`config.mk`:
```
export PLATFORM = sky130hd
export DESIGN_NAME = dsp48_mac_sequencer_flat
export DESIGN_NICKNAME = d
export VERILOG_FILES = /design/src/rtl/dsp48_mac_sequencer_if.sv /design/src/rtl/dsp48_mac_sequencer.sv /design/src/flat_wrapper.sv
export SDC_FILE = /design/constraint.sdc
export NUM_CORES = 1
export LEC_CHECK = 0
export ABC_CLOCK_PERIOD_IN_PS = 4180
export CORE_MARGIN = 2
export CORE_UTILIZATION = 40
export DETAILED_ROUTE_END_ITERATION = 6
export PLACE_DENSITY = 0.9
export SLEW_MARGIN = 20
export SYNTH_ARGS = -nofsm -noshare
export SYNTH_HDL_FRONTEND = slang
export SYNTH_SLANG_ARGS = --single-unit
```
`constraint.sdc`:
```
create_clock -name CLK -period 4.18 [get_ports CLK]
set_input_delay 1.045 -clock CLK [delete_from_list [all_inputs] [get_ports CLK]]
set_output_delay 1.045 -clock CLK [all_outputs]
set_load 0.02 [all_outputs]
```
`src/rtl/dsp48_mac_sequencer_if.sv`:
```
// ---------------------------------------------------------------------------
// dsp48_mac_sequencer_if
// Operand-pair stream between the filter/datapath front end and the MAC
// sequencer. One pair moves on every cycle where in_valid and in_ready are
// both high.
//   in_valid  front end -> sequencer  operand pair present
//   in_ready  sequencer -> front end  sequencer accepts a pair this cycle
//   in_a      front end -> sequencer  signed 18-bit operand A
//   in_b      front end -> sequencer  signed 18-bit operand B
// Modports: master = front end (producer), slave = sequencer (consumer).
// ---------------------------------------------------------------------------
interface dsp48_mac_sequencer_if;
  logic               in_valid;
  logic               in_ready;
  logic signed [17:0] in_a;
  logic signed [17:0] in_b;

  modport master (output in_valid, output in_a, output in_b, input in_ready);
  modport slave  (input in_valid, input in_a, input in_b, output in_ready);
endinterface

```
`src/rtl/dsp48_mac_sequencer.sv`:
```
// ---------------------------------------------------------------------------
// dsp48_mac_sequencer
// Runs multiply-accumulate jobs on one DSP48A1 slice built with A/B, M and P
// pipeline registers. A job of len operand pairs is streamed in, each accepted
// pair launches a token down a 3-deep valid shift that drives CEA/CEB, CEM
// and CEP in turn, so stall bubbles never re-add a stale M into P. When the
// pipe is empty the accumulated P is captured into result and done pulses.
//
// Ports:
//   CLK, RST        clock, asynchronous active-high reset
//   abort           (only with DSP_SEQ_ABORT_EN) cancel the running job
//   start, len      job request and pair count, sampled in IDLE
//   in_if           operand stream (slave modport)
//   dsp_a, dsp_b    registered operands to slice A/B
//   dsp_ce_ab/m/p   slice clock enables for A/B, M and P registers
//   dsp_rst_p       slice RSTP, clears the accumulator
//   dsp_opmode      slice OPMODE (constant OPMODE_ACC: X=M, Z=P, add)
//   dsp_p           slice P output
//   busy, done      job active / one-cycle completion pulse
//   result          accumulated P, held until the next done
//
// Build option: define DSP_SEQ_ABORT_EN to add the abort input. Abort in
// CLEAR, FEED or DRAIN empties the token pipe, returns to IDLE, pulses
// dsp_rst_p once and leaves result untouched.
// ---------------------------------------------------------------------------
module dsp48_mac_sequencer #(
  parameter int         CNT_W      = 8,
  parameter logic [7:0] OPMODE_ACC = 8'h09
) (
  input  logic                 CLK,
  input  logic                 RST,
`ifdef DSP_SEQ_ABORT_EN
  input  logic                 abort,
`endif
  input  logic                 start,
  input  logic [CNT_W-1:0]     len,
  dsp48_mac_sequencer_if.slave in_if,
  output logic [17:0]          dsp_a,
  output logic [17:0]          dsp_b,
  output logic                 dsp_ce_ab,
  output logic                 dsp_ce_m,
  output logic                 dsp_ce_p,
  output logic                 dsp_rst_p,
  output logic [7:0]           dsp_opmode,
  input  logic [47:0]          dsp_p,
  output logic                 busy,
  output logic                 done,
  output logic [47:0]          result
);

  typedef enum logic [2:0] {
    ST_IDLE  = 3'd0,
    ST_CLEAR = 3'd1,
    ST_FEED  = 3'd2,
    ST_DRAIN = 3'd3,
    ST_DONE  = 3'd4
  } state_t;

  localparam logic [CNT_W-1:0] CNT_ZERO = {CNT_W{1'b0}};
  localparam logic [CNT_W-1:0] CNT_ONE  = {{(CNT_W-1){1'b0}}, 1'b1};

  state_t           state_r;
  state_t           state_next_s;
  logic [CNT_W-1:0] cnt_r;
  logic [2:0]       v_r;
  logic             hs_s;
  logic             abort_s;
  logic             abort_hit_s;
  logic             in_ready_r;
  logic             busy_r;
  logic             done_r;
  logic             rst_p_r;
  logic [17:0]      dsp_a_r;
  logic [17:0]      dsp_b_r;
  logic [47:0]      result_r;

`ifdef DSP_SEQ_ABORT_EN
  assign abort_s = abort;
`else
  assign abort_s = 1'b0;
`endif

  // State register.
  always_ff @(posedge CLK or posedge RST) begin
    if (RST) begin
      state_r <= ST_IDLE;
    end else begin
      state_r <= state_next_s;
    end
  end

  // Next-state decode, handshake qualification and abort detection.
  always_comb begin
    state_next_s = state_r;
    hs_s         = 1'b0;
    abort_hit_s  = 1'b0;
    case (state_r)
      ST_IDLE: begin
        if (start) begin
          if (len != CNT_ZERO) begin
            state_next_s = ST_CLEAR;
          end else begin
            state_next_s = ST_DONE;
          end
        end else begin
          state_next_s = ST_IDLE;
        end
      end
      ST_CLEAR: begin
        if (abort_s) begin
          abort_hit_s  = 1'b1;
          state_next_s = ST_IDLE;
        end else begin
          state_next_s = ST_FEED;
        end
      end
      ST_FEED: begin
        if (abort_s) begin
          abort_hit_s  = 1'b1;
          state_next_s = ST_IDLE;
        end else begin
          hs_s = in_if.in_valid && in_ready_r;
          // The handshake that consumes the last pair ends the feed phase.
          if (hs_s && (cnt_r == CNT_ONE)) begin
            state_next_s = ST_DRAIN;
          end else begin
            state_next_s = ST_FEED;
          end
        end
      end
      ST_DRAIN: begin
        if (abort_s) begin
          abort_hit_s  = 1'b1;
          state_next_s = ST_IDLE;
        end else if (v_r == 3'b000) begin
          state_next_s = ST_DONE;
        end else begin
          state_next_s = ST_DRAIN;
        end
      end
      ST_DONE: begin
        state_next_s = ST_IDLE;
      end
      default: begin
        state_next_s = ST_IDLE;
      end
    endcase
  end

  // Registered outputs, token pipe, operand registers, counter and result.
  always_ff @(posedge CLK or posedge RST) begin
    if (RST) begin
      in_ready_r <= 1'b0;
      busy_r     <= 1'b0;
      done_r     <= 1'b0;
      rst_p_r    <= 1'b0;
      v_r        <= 3'b000;
      cnt_r      <= CNT_ZERO;
      dsp_a_r    <= 18'd0;
      dsp_b_r    <= 18'd0;
      result_r   <= 48'd0;
    end else begin
      // Outputs are decoded from the next state so they line up with it.
      in_ready_r <= (state_next_s == ST_FEED);
      busy_r     <= (state_next_s != ST_IDLE);
      done_r     <= (state_next_s == ST_DONE);
      rst_p_r    <= (state_next_s == ST_CLEAR) || abort_hit_s;

      // Each accepted pair launches a token; empty slots become bubbles.
      if (abort_hit_s) begin
        v_r <= 3'b000;
      end else begin
        v_r <= {v_r[1:0], hs_s};
      end

      if ((state_r == ST_IDLE) && start) begin
        cnt_r <= len;
      end else if (hs_s) begin
        cnt_r <= cnt_r - CNT_ONE;
      end

      if (hs_s) begin
        dsp_a_r <= in_if.in_a;
        dsp_b_r <= in_if.in_b;
      end

      if ((state_r == ST_IDLE) && start && (len == CNT_ZERO)) begin
        result_r <= 48'd0;
      end else if ((state_r == ST_DRAIN) && (state_next_s == ST_DONE)) begin
        result_r <= dsp_p;
      end
    end
  end

  assign in_if.in_ready = in_ready_r;
  assign busy           = busy_r;
  assign done           = done_r;
  assign dsp_rst_p      = rst_p_r;
  assign dsp_ce_ab      = v_r[0];
  assign dsp_ce_m       = v_r[1];
  assign dsp_ce_p       = v_r[2];
  assign dsp_a          = dsp_a_r;
  assign dsp_b          = dsp_b_r;
  assign dsp_opmode     = OPMODE_ACC;
  assign result         = result_r;

endmodule

```
`src/flat_wrapper.sv`:
```
// flat-port wrapper written by rule: the top's interface ports become plain ports
module dsp48_mac_sequencer_flat 
#(
  parameter int         CNT_W      = 8,
  parameter logic [7:0] OPMODE_ACC = 8'h09
)
  (CLK, RST, start, len, dsp_a, dsp_b, dsp_ce_ab, dsp_ce_m, dsp_ce_p, dsp_rst_p, dsp_opmode, dsp_p, busy, done, result, in_if_in_valid, in_if_in_a, in_if_in_b, in_if_in_ready);
  dsp48_mac_sequencer_if in_if_i ();
  input  logic CLK;
  input  logic RST;
  input  logic start;
  input  logic [CNT_W-1:0] len;
  output logic [17:0] dsp_a;
  output logic [17:0] dsp_b;
  output logic dsp_ce_ab;
  output logic dsp_ce_m;
  output logic dsp_ce_p;
  output logic dsp_rst_p;
  output logic [7:0] dsp_opmode;
  input  logic [47:0] dsp_p;
  output logic busy;
  output logic done;
  output logic [47:0] result;
  input wire logic [$bits(in_if_i.in_valid)-1:0] in_if_in_valid;
  input wire logic [$bits(in_if_i.in_a)-1:0] in_if_in_a;
  input wire logic [$bits(in_if_i.in_b)-1:0] in_if_in_b;
  output wire logic [$bits(in_if_i.in_ready)-1:0] in_if_in_ready;
  assign in_if_i.in_valid = in_if_in_valid;
  assign in_if_i.in_a = in_if_in_a;
  assign in_if_i.in_b = in_if_in_b;
  assign in_if_in_ready = in_if_i.in_ready;
  dsp48_mac_sequencer #(.CNT_W(CNT_W), .OPMODE_ACC(OPMODE_ACC)) u_core (.CLK(CLK), .RST(RST), .start(start), .len(len), .in_if(in_if_i), .dsp_a(dsp_a), .dsp_b(dsp_b), .dsp_ce_ab(dsp_ce_ab), .dsp_ce_m(dsp_ce_m), .dsp_ce_p(dsp_ce_p), .dsp_rst_p(dsp_rst_p), .dsp_opmode(dsp_opmode), .dsp_p(dsp_p), .busy(busy), .done(done), .result(result));
endmodule
```
Word-level counts from Yosys, hierarchy flattened
Index checks and enable logic that the tools add are counted.
{"block": "op_classes", "n_mux": 10, "reduce_logical": 12, "eq_ne": 7, "addsub": 1}
{"cell": "48-bit two-way mux", "n": 2}
{"cell": "8-bit two-way mux", "n": 2}
{"cell": "3-bit case mux with 4 select lines", "n": 1}
{"cell": "3-bit by 2-bit == test with 1-bit output (second input constant)", "n": 3}
{"cell": "3-bit two-way mux", "n": 3}
{"cell": "8-bit by 1-bit == test with 1-bit output (second input constant)", "n": 1}
{"cell": "8-bit zero test", "n": 1}
{"cell": "8-bit nonzero test", "n": 1}
{"cell": "8-bit by 1-bit subtractor with 8-bit output (second input constant)", "n": 1}
{"cell": "3-bit by 1-bit == test with 1-bit output (second input constant)", "n": 2}
{"cell": "3-bit zero test", "n": 2}
{"cell": "1-bit logical AND", "n": 5}
{"cell": "2-bit nonzero test", "n": 2}
{"cell": "3-bit == test (second input constant)", "n": 1}
{"cell": "3-bit nonzero test", "n": 1}
{"cell": "1-bit two-way mux", "n": 2}
{"block": "totals", "reg_bits": 102, "output_inout_bits": 99, "elab_cells": 40, "input_bits": 96}

Longest topological paths before layout
Gate-level depths: netlist of the first run.
{"block": "depth", "word_depth": 8, "mapped_depth": 9, "depth_no_buf": 6}

Worst setup path after synthesis of the first run
OpenSTA, ideal clock, no wires.
{"block": "synth_timing", "kind": "input-to-reg", "start": "in in_if_in_valid", "end": "reg u_core.cnt_r[7]", "required_time_ns": 4.111, "setup_time_ns": 0.069, "arrival_ns": 2.048, "path_stages": 5, "path_slack_ns": 2.063, "n_path_buf": 1, "cell_sequence": "nand4b_4 -> or2_1 -> buf_2 -> or4_1 -> nand3_1"}
{"block": "synth_via", "elab_chain_len": 3}
{"item": "start, declared", "line": "flat_wrapper.sv:24", "text": "input wire logic [$bits(in_if_i.in_valid)-1:0] in_if_in_valid;"}
{"item": "1-bit logical AND", "line": "dsp48_mac_sequencer.sv:122", "text": "hs_s = in_if.in_valid && in_ready_r;"}
{"item": "1-bit two-way mux", "line": "dsp48_mac_sequencer.sv:97", "text": "case (state_r)"}
{"item": "2-bit nonzero test (no source line)"}
{"item": "end signal, assigned", "line": "dsp48_mac_sequencer.sv:177", "text": "cnt_r <= len;"}
{"item": "end signal, assigned", "line": "dsp48_mac_sequencer.sv:179", "text": "cnt_r <= cnt_r - CNT_ONE;"}
{"item": "end, declared", "line": "dsp48_mac_sequencer.sv:64", "text": "logic [CNT_W-1:0] cnt_r;"}
Every way passes these cells.
A chain may end at the register's enable or synchronous reset.

Final worst setup path of the first run
{"block": "layout_timing", "start": "in start", "end": "reg u_core.result_r[6] (netlist: u_core.result[6])"}
{"block": "layout_via", "elab_chain_len": 5, "elab_cells_between_ends": 8, "classes_between": "eq/ne: 1; mux: 3; reduce/logical: 4"}
{"item": "start, declared", "line": "flat_wrapper.sv:11", "text": "input logic start;"}
{"item": "3-bit two-way mux", "line": "dsp48_mac_sequencer.sv:99", "text": "if (start) begin"}
{"item": "3-bit case mux with 4 select lines", "line": "dsp48_mac_sequencer.sv:97"}
{"item": "3-bit == test", "line": "dsp48_mac_sequencer.sv:189", "text": "end else if ((state_r == ST_DRAIN) && (state_next_s == ST_DONE)) begin"}
{"item": "1-bit logical AND", "line": "dsp48_mac_sequencer.sv:189"}
{"item": "2-bit nonzero test (no source line)"}
{"item": "end signal, assigned", "line": "dsp48_mac_sequencer.sv:190", "text": "result_r <= dsp_p;"}
{"item": "end, declared", "line": "dsp48_mac_sequencer.sv:75", "text": "logic [47:0] result_r;"}
Several ways; a longest one is shown, not always the timed one.

==> results of run 1 <==
kinds of logic (layout without fill, tap and decap cells):
| group | Yosys count | in the layout | share of synthesized area (%) |
|---|---|---|---|
| fa+ha+maj | 2 | 2 | 0.6288 |
| simple gates | 143 | 143 | 15.69 |
| flops | 102 | 102 | 64.15 |
| buf+inv | 37 | 215 | 5.000 |
| xor+xnor | 3 | 3 | 0.6605 |
| compound gates | 66 | 66 | 13.68 |
| other cells | 2 | 8 | 0.1887 |
cell type report:
cell class	count	area share (%)
flip-flops and latches	102	41.74
multi-input cells	222	20.56
clock buffers	12	2.537
well taps	133	2.722
inverters	6	0.4092
repair buffers	193	31.51
clock inverters	4	0.5116
power groups by stage:
stage,combinational [mW],sequential (mW),clock [mW]
after global routing,2.40,1.78,0.648
after detailed placement,2.26,1.73,0
after CTS,2.26,1.72,0.602
after global placement,2.19,1.72,0
final,2.26,1.73,0.583
after floorplan,0.786,2.14,0
state kept, by name (all words and copies together), names as in the netlist:
| signal | count |
|---|---|
| u_core.busy | 1 |
| u_core.cnt_r | 8 |
| u_core.done | 1 |
| u_core.dsp_a | 18 |
| u_core.dsp_b | 18 |
| u_core.dsp_rst_p | 1 |
| u_core.in_if.in_ready | 1 |
| u_core.result | 48 |
| u_core.state_r | 3 |
| u_core.v_r | 3 |
cells in the mapped netlist (all sizes together) (2+ instances only):
cell,number,area share [%]
conb,2,0.19
o21ai,7,0.97
nand2,112,11
xnor2,3,0.66
inv,6,0.57
nor2,7,0.66
a221o,2,0.50
a22o,49,11
ha,2,0.63
nor3b,3,0.57
buf,26,4.0
nor4,3,0.47
dfrtp,102,64
nand2b,2,0.31
nand3,3,0.38
a21oi,2,0.25
a21o,2,0.38
nor3,4,0.50
nor4b,2,0.44
clkbuf,5,0.47
cell usage in the layout, fill, tap and decap left out, drive strengths merged, types with 2 or more instances in the layout:
master,count
clkbuf,12
nand2,112
nor3b,3
nor2,7
nand2b,2
buf,7
clkdlybuf4s50,186
a21oi,2
xnor2,3
nor4b,2
inv,6
conb,8
nor3,4
a21o,2
dfrtp,102
o21ai,7
a221o,2
nand3,3
ha,2
a22o,49
nor4,3
clkinvlp,3
worst paths after layout:
check / startpoint / endpoint / slack, ns / cells past startpoint
setup / recovery: start / u_core.result[6] / 1.54 / 7
hold / removal: u_core.v_r[1] / u_core.v_r[2] / 0.41 / 0
setup reg to reg: u_core.state_r[2] / u_core.result[6] / 2.05 / 6
hold reg to reg: u_core.v_r[1] / u_core.v_r[2] / 0.41 / 0
max in group asynchronous: RST / u_core.dsp_b[1] / 2.18 / 3
min in group asynchronous: RST / u_core.dsp_a[2] / 1.12 / 2
per-stage QoR:
stage	hold WS, ns	cells
finish	0.4076	672
CTS	0.4114	671
detailed placement	0.3880	655
floorplan	0.4820	361
global route	0.4215	672
global placement	0.3880	655
per-layer routing:
| layer | global-route usage [%] | wire (um) |
|---|---|---|
| met2 | 35.38 | 5802 |
| met4 | 9.266 | 405 |
| met1 | 23.60 | 4172 |
| met5 | 0 | 0 |
| met3 | 6.419 | 583 |
==> results.tsv, run 1 <==
metric	value	unit
status	finished, final reports clean	
initial antenna violation count	0	
Top delay family on crit path	buffers and inverters	
Yosys reg bits	102	
worst rel slew slack	53.51	%
Rows	36	
CP Capture Type	register	
Longest Clk Path Bufs	2	
Max Cap Viol	0	
synthesized area	0.003979	mm^2
GRT Overall Usage	20.58	%
clk slew on worst S/H paths	0.09	ns
Power Total	4.570	mW
Final TNS setup	0	ns
die area	0.01076	mm^2
P_leak	2.845	nW
final setup margin	1.543	ns
clock tree sinks	102	
cells after synthesis	355	
fin. max-slew vios	0	
post-CTS resize count	0	
Placed Area	0.005908	mm^2
crit path buf inv count	3	
minimum clock period	2.637	ns
clock share of power	12.8	%
n_diodes	0	
power density cells	747.4	mW/mm^2
area of the multi-input gates	0.001257	mm^2
crit-path cells	clkdlybuf4s50_1, nor4b_1, buf_4, nand3_1, a21o_1, buf_4, a22o_1	
CP most frequent cell	buf_4	
Placeable Area	0.009729	mm^2
gp weighted congestion	0.8288	
RSZ-0062 raised after global routing	no	
Max Freq	379.2	MHz
Final Skew	0.01224	ns
CP max stage delay	0.50	ns
H-tree levels	3	
Slew @ Worst Pin	0.6974	ns
global-route wire length before repair	17.48	mm
Distinct cells, synth	35	
Max VDD drop	0.4480	mV
Final Hold Viols	0	
DR WL/cell	16.31	um
Synth-to-Final Area Change	53.68	%
Die Y	103.7	um
Critical Path Source Type	input port	
DR DRC count	0	
global route overflow	0	
antenna-violating nets left	0	
Pre-antenna DRT Iters	5	
final number of setup-violating endpoints	0	
width of the die	103.7	um
Synth Flop Type	dfrtp_1	
Critical Path Slowest Stage Cell	clkdlybuf4s50_1	
ys async rst share	100.0	%
DR vias/cell	4.942	
Final HPWL DP	7.749	mm
Worst Path Arrival	2.89	ns
post-CTS setup repair buffer count	0	
Initial DRC Count	224	
switching portion of total power	38.83	%
Storage cell area	0.002552	mm^2
Flop pwr share	37.8	%
Logic pwr share	49.5	%
effective utilization at floorplan	40.90	%
YS warnings	0	
IO Count	195	
largest net degree at the start of global routing	58	
post-layout util	62.85	%
DR vias	3321	
cell area after layout	0.006115	mm^2
Post-synth EDFFs	0	
vias in the first global route	3470	
CTS buffer count	9	
clk root buf	clkbuf_8	
CTS tree	done	
proportion of layout cells with a drive suffix above 1	5.009	%
Post-CTS Hold Fix Bufs	0	
internal power	2.795	mW
Skew-Pair Late Insertion Delay	0.37	ns
# fillers	783	
Critical Path RT	4.43	ns
Crit Path Max Fanout	50	
nets@finish	632	
PortBufs	186	
switching power of the nets	1.775	mW
sequential area share after synthesis	64.15	%
pre-CTS WS	1.182	ns
crit path kind	input port to register	
Syn Area/Cell	11.21	um^2
min-delay worst type	register to register	
period utilisation layout	63.08	%
final wirelength	10.96	mm
Note: power is estimated with default switching activity, not from simulation.
==> run 2: changes to the inputs <==
--- a/config.mk
+++ b/config.mk
@@ -5,11 +5,11 @@
 export SDC_FILE = /design/constraint.sdc
 export NUM_CORES = 1
 export LEC_CHECK = 0
-export ABC_CLOCK_PERIOD_IN_PS = 4180
+export ABC_CLOCK_PERIOD_IN_PS = 2300
 export CORE_MARGIN = 2
-export CORE_UTILIZATION = 40
+export CORE_UTILIZATION = 36
 export DETAILED_ROUTE_END_ITERATION = 6
-export PLACE_DENSITY = 0.9
+export PLACE_DENSITY = 0.87
 export SLEW_MARGIN = 20
 export SYNTH_ARGS = -nofsm -noshare
 export SYNTH_HDL_FRONTEND = slang
==> constraint.sdc (replaced) <==
create_clock -name CLK -period 2.3 [get_ports CLK]
set_input_delay 0.575 -clock CLK [delete_from_list [all_inputs] [get_ports CLK]]
set_output_delay 0.575 -clock CLK [all_outputs]
set_load 0.02 [all_outputs]
==> results.tsv, run 2 (synthesis results as in run 1) <==
metric	value	unit	change
crit path kind	register to output port		
Placed Area	0.005983	mm^2	+1.3%
Max Freq	505.4	MHz	
status	finished, final reports clean		
die area	0.01191	mm^2	+11%
Post-CTS Hold Fix Bufs	0		unchanged
final wirelength	9.785	mm	-11%
DR WL/cell	14.39	um	-12%
Slew @ Worst Pin	0.5213	ns	-0.1761 ns
antenna-violating nets left	0		unchanged
Final Hold Viols	0		unchanged
Critical Path Slowest Stage Cell	clkdlybuf4s50_1		
fin. max-slew vios	0		unchanged
CTS buffer count	9		unchanged
Hold EP	u_core.v_r[2]		
Power Total	8.457	mW	+85%
Skew-Pair Late Insertion Delay	0.36	ns	about the same
Die Y	109.1	um	+5.2%
DR vias/cell	4.812		-2.6%
DR vias	3272		-1.5%
Placeable Area	0.01079	mm^2	+11%
initial antenna violation count	0		unchanged
RR Startpoint	u_core.state_r[1]		
period utilisation layout	86.04	%	
crit-path cells	clkdlybuf4s50_1		
Max Cap Viol	0		unchanged
clk slew on worst S/H paths	0.10	ns	about the same
H-tree levels	3		unchanged
nets@finish	633		+0.16%
Critical R2R Capture	u_core.result[40]		
Final TNS setup	0	ns	unchanged
gp weighted congestion	0.8093		-2.4%
Rows	38		+5.6%
reg2reg setup slack	0.52	ns	-1.53 ns
Longest Clk Path Bufs	2		unchanged
Max VDD drop	0.7746	mV	+73%
Top delay family on crit path	buffers and inverters		
clock tree sinks	102		unchanged
vias in the first global route	3196		-7.9%
Final Skew	0.01734	ns	+0.005106 ns
Critical Path RT	1.73	ns	-2.70 ns
Worst Hold Path Cells	0		unchanged
RSZ-0062 raised after global routing	no		
P_leak	2.889	nW	+1.5%
post-CTS resize count	0		unchanged
DR DRC count	0		unchanged
commonest cells after routing, fill and taps aside	clkdlybuf4s50_1 (186), nand2_1 (112), dfrtp_1 (102)		
Initial DRC Count	256		+14%
Critical Path Source Type	register		
global route overflow	0		unchanged
crit path buf inv count	1		-2
CP Capture Type	output port		
Pre-antenna DRT Iters	4		-1
CTS tree	done		
PortBufs	186		unchanged
largest net degree at the start of global routing	103		+78%
Final HPWL DP	7.071	mm	-8.7%
n_diodes	0		unchanged
most common cell after layout, fill and taps aside	clkdlybuf4s50_1		
final number of setup-violating endpoints	0		unchanged
worst rel slew slack	65.25	%	+12 points
width of the die	109.1	um	+5.2%
clk root buf	clkbuf_8		
global-route wire length before repair	15.00	mm	-14%
max FFs per register	48		unchanged
minimum clock period	1.979	ns	
Worst Path Arrival	1.40	ns	-1.49 ns
CP max stage delay	0.63	ns	+0.13 ns
IO Count	195		unchanged
power density cells	1363	mW/mm^2	+82%
proportion of layout cells with a drive suffix above 1	5.370	%	+0.36 points
hold path start	u_core.v_r[1]		
Synth-to-Final Area Change	55.88	%	
Hold WS	0.4215	ns	+0.01390 ns
GRT Overall Usage	16.48	%	-4.1 points
Crit Path Max Fanout	2		-96%
post-CTS setup repair buffer count	0		unchanged
FF-to-FF path depth	5		-1
effective utilization at floorplan	36.87	%	-4.0 points
min-delay worst type	register to register		
cell area after layout	0.006202	mm^2	+1.4%
[run 2: cell count changes in the layout (fill, tap and decap cells not counted), sizes merged]
cell,previous run,this run
buf,7,8
bufinv,0,2
inv,6,7
clkbuf,12,9
clkinv,1,2
clkinvlp,3,2
[run 2: layout make-up]
cell class | instances | area (um^2)
Sequential cell | 102 | 2552
Multi-Input combinational cell | 222 | 1257
Clock buffer | 9 | 123.9
Tap cell | 140 | 175.2
Timing Repair Buffer | 194 | 1972
Clock inverter | 7 | 95.09
Fill cell | 867 | 4591
Inverter | 6 | 26.28
[run 2: through the flow]
step	utilization, %	worst slack (ns)	cells
floorplan	-	0.5074	361
global placement	55.44	0.02260	664
detailed placement	55.44	0.01819	664
CTS	57.47	0.2871	680
global route	57.47	0.2704	680
finish	57.47	0.3212	680
[run 2: how the worst max path moves through the flow]
stage / startpoint / end / slack (ns) / cells after the start
4_1_cts: u_core.in_if.in_ready / in_if_in_ready / 0.29 / 1
2_1_floorplan: RST / u_core.busy / 0.51 / 1
3_5_place_dp: len[5] / u_core.result[37] / 0.02 / 6
3_3_place_gp: len[1] / u_core.result[18] / 0.02 / 7
5_1_grt: u_core.in_if.in_ready / in_if_in_ready / 0.27 / 1
6_report: u_core.in_if.in_ready / in_if_in_ready / 0.32 / 1
[run 2: where the power goes]
group / total (mW) / internal [mW] / switching [mW]
Combinational: 4.11 / 2.06 / 2.04
Sequential: 3.13 / 2.59 / 0.536
Clock: 1.22 / 0.617 / 0.604
[run 2: routing by layer]
metal | global-route usage, % | routed length [um] | up-vias | share of wire [%]
met3 | 4.483 | 871 | 13 | 8.9
li1 | - | - | 1544 | -
met5 | 0 | 0 | - | 0
met4 | 8.333 | 192 | 0 | 2.0
met2 | 25.64 | 4517 | 162 | 46
met1 | 21.10 | 4203 | 1553 | 43
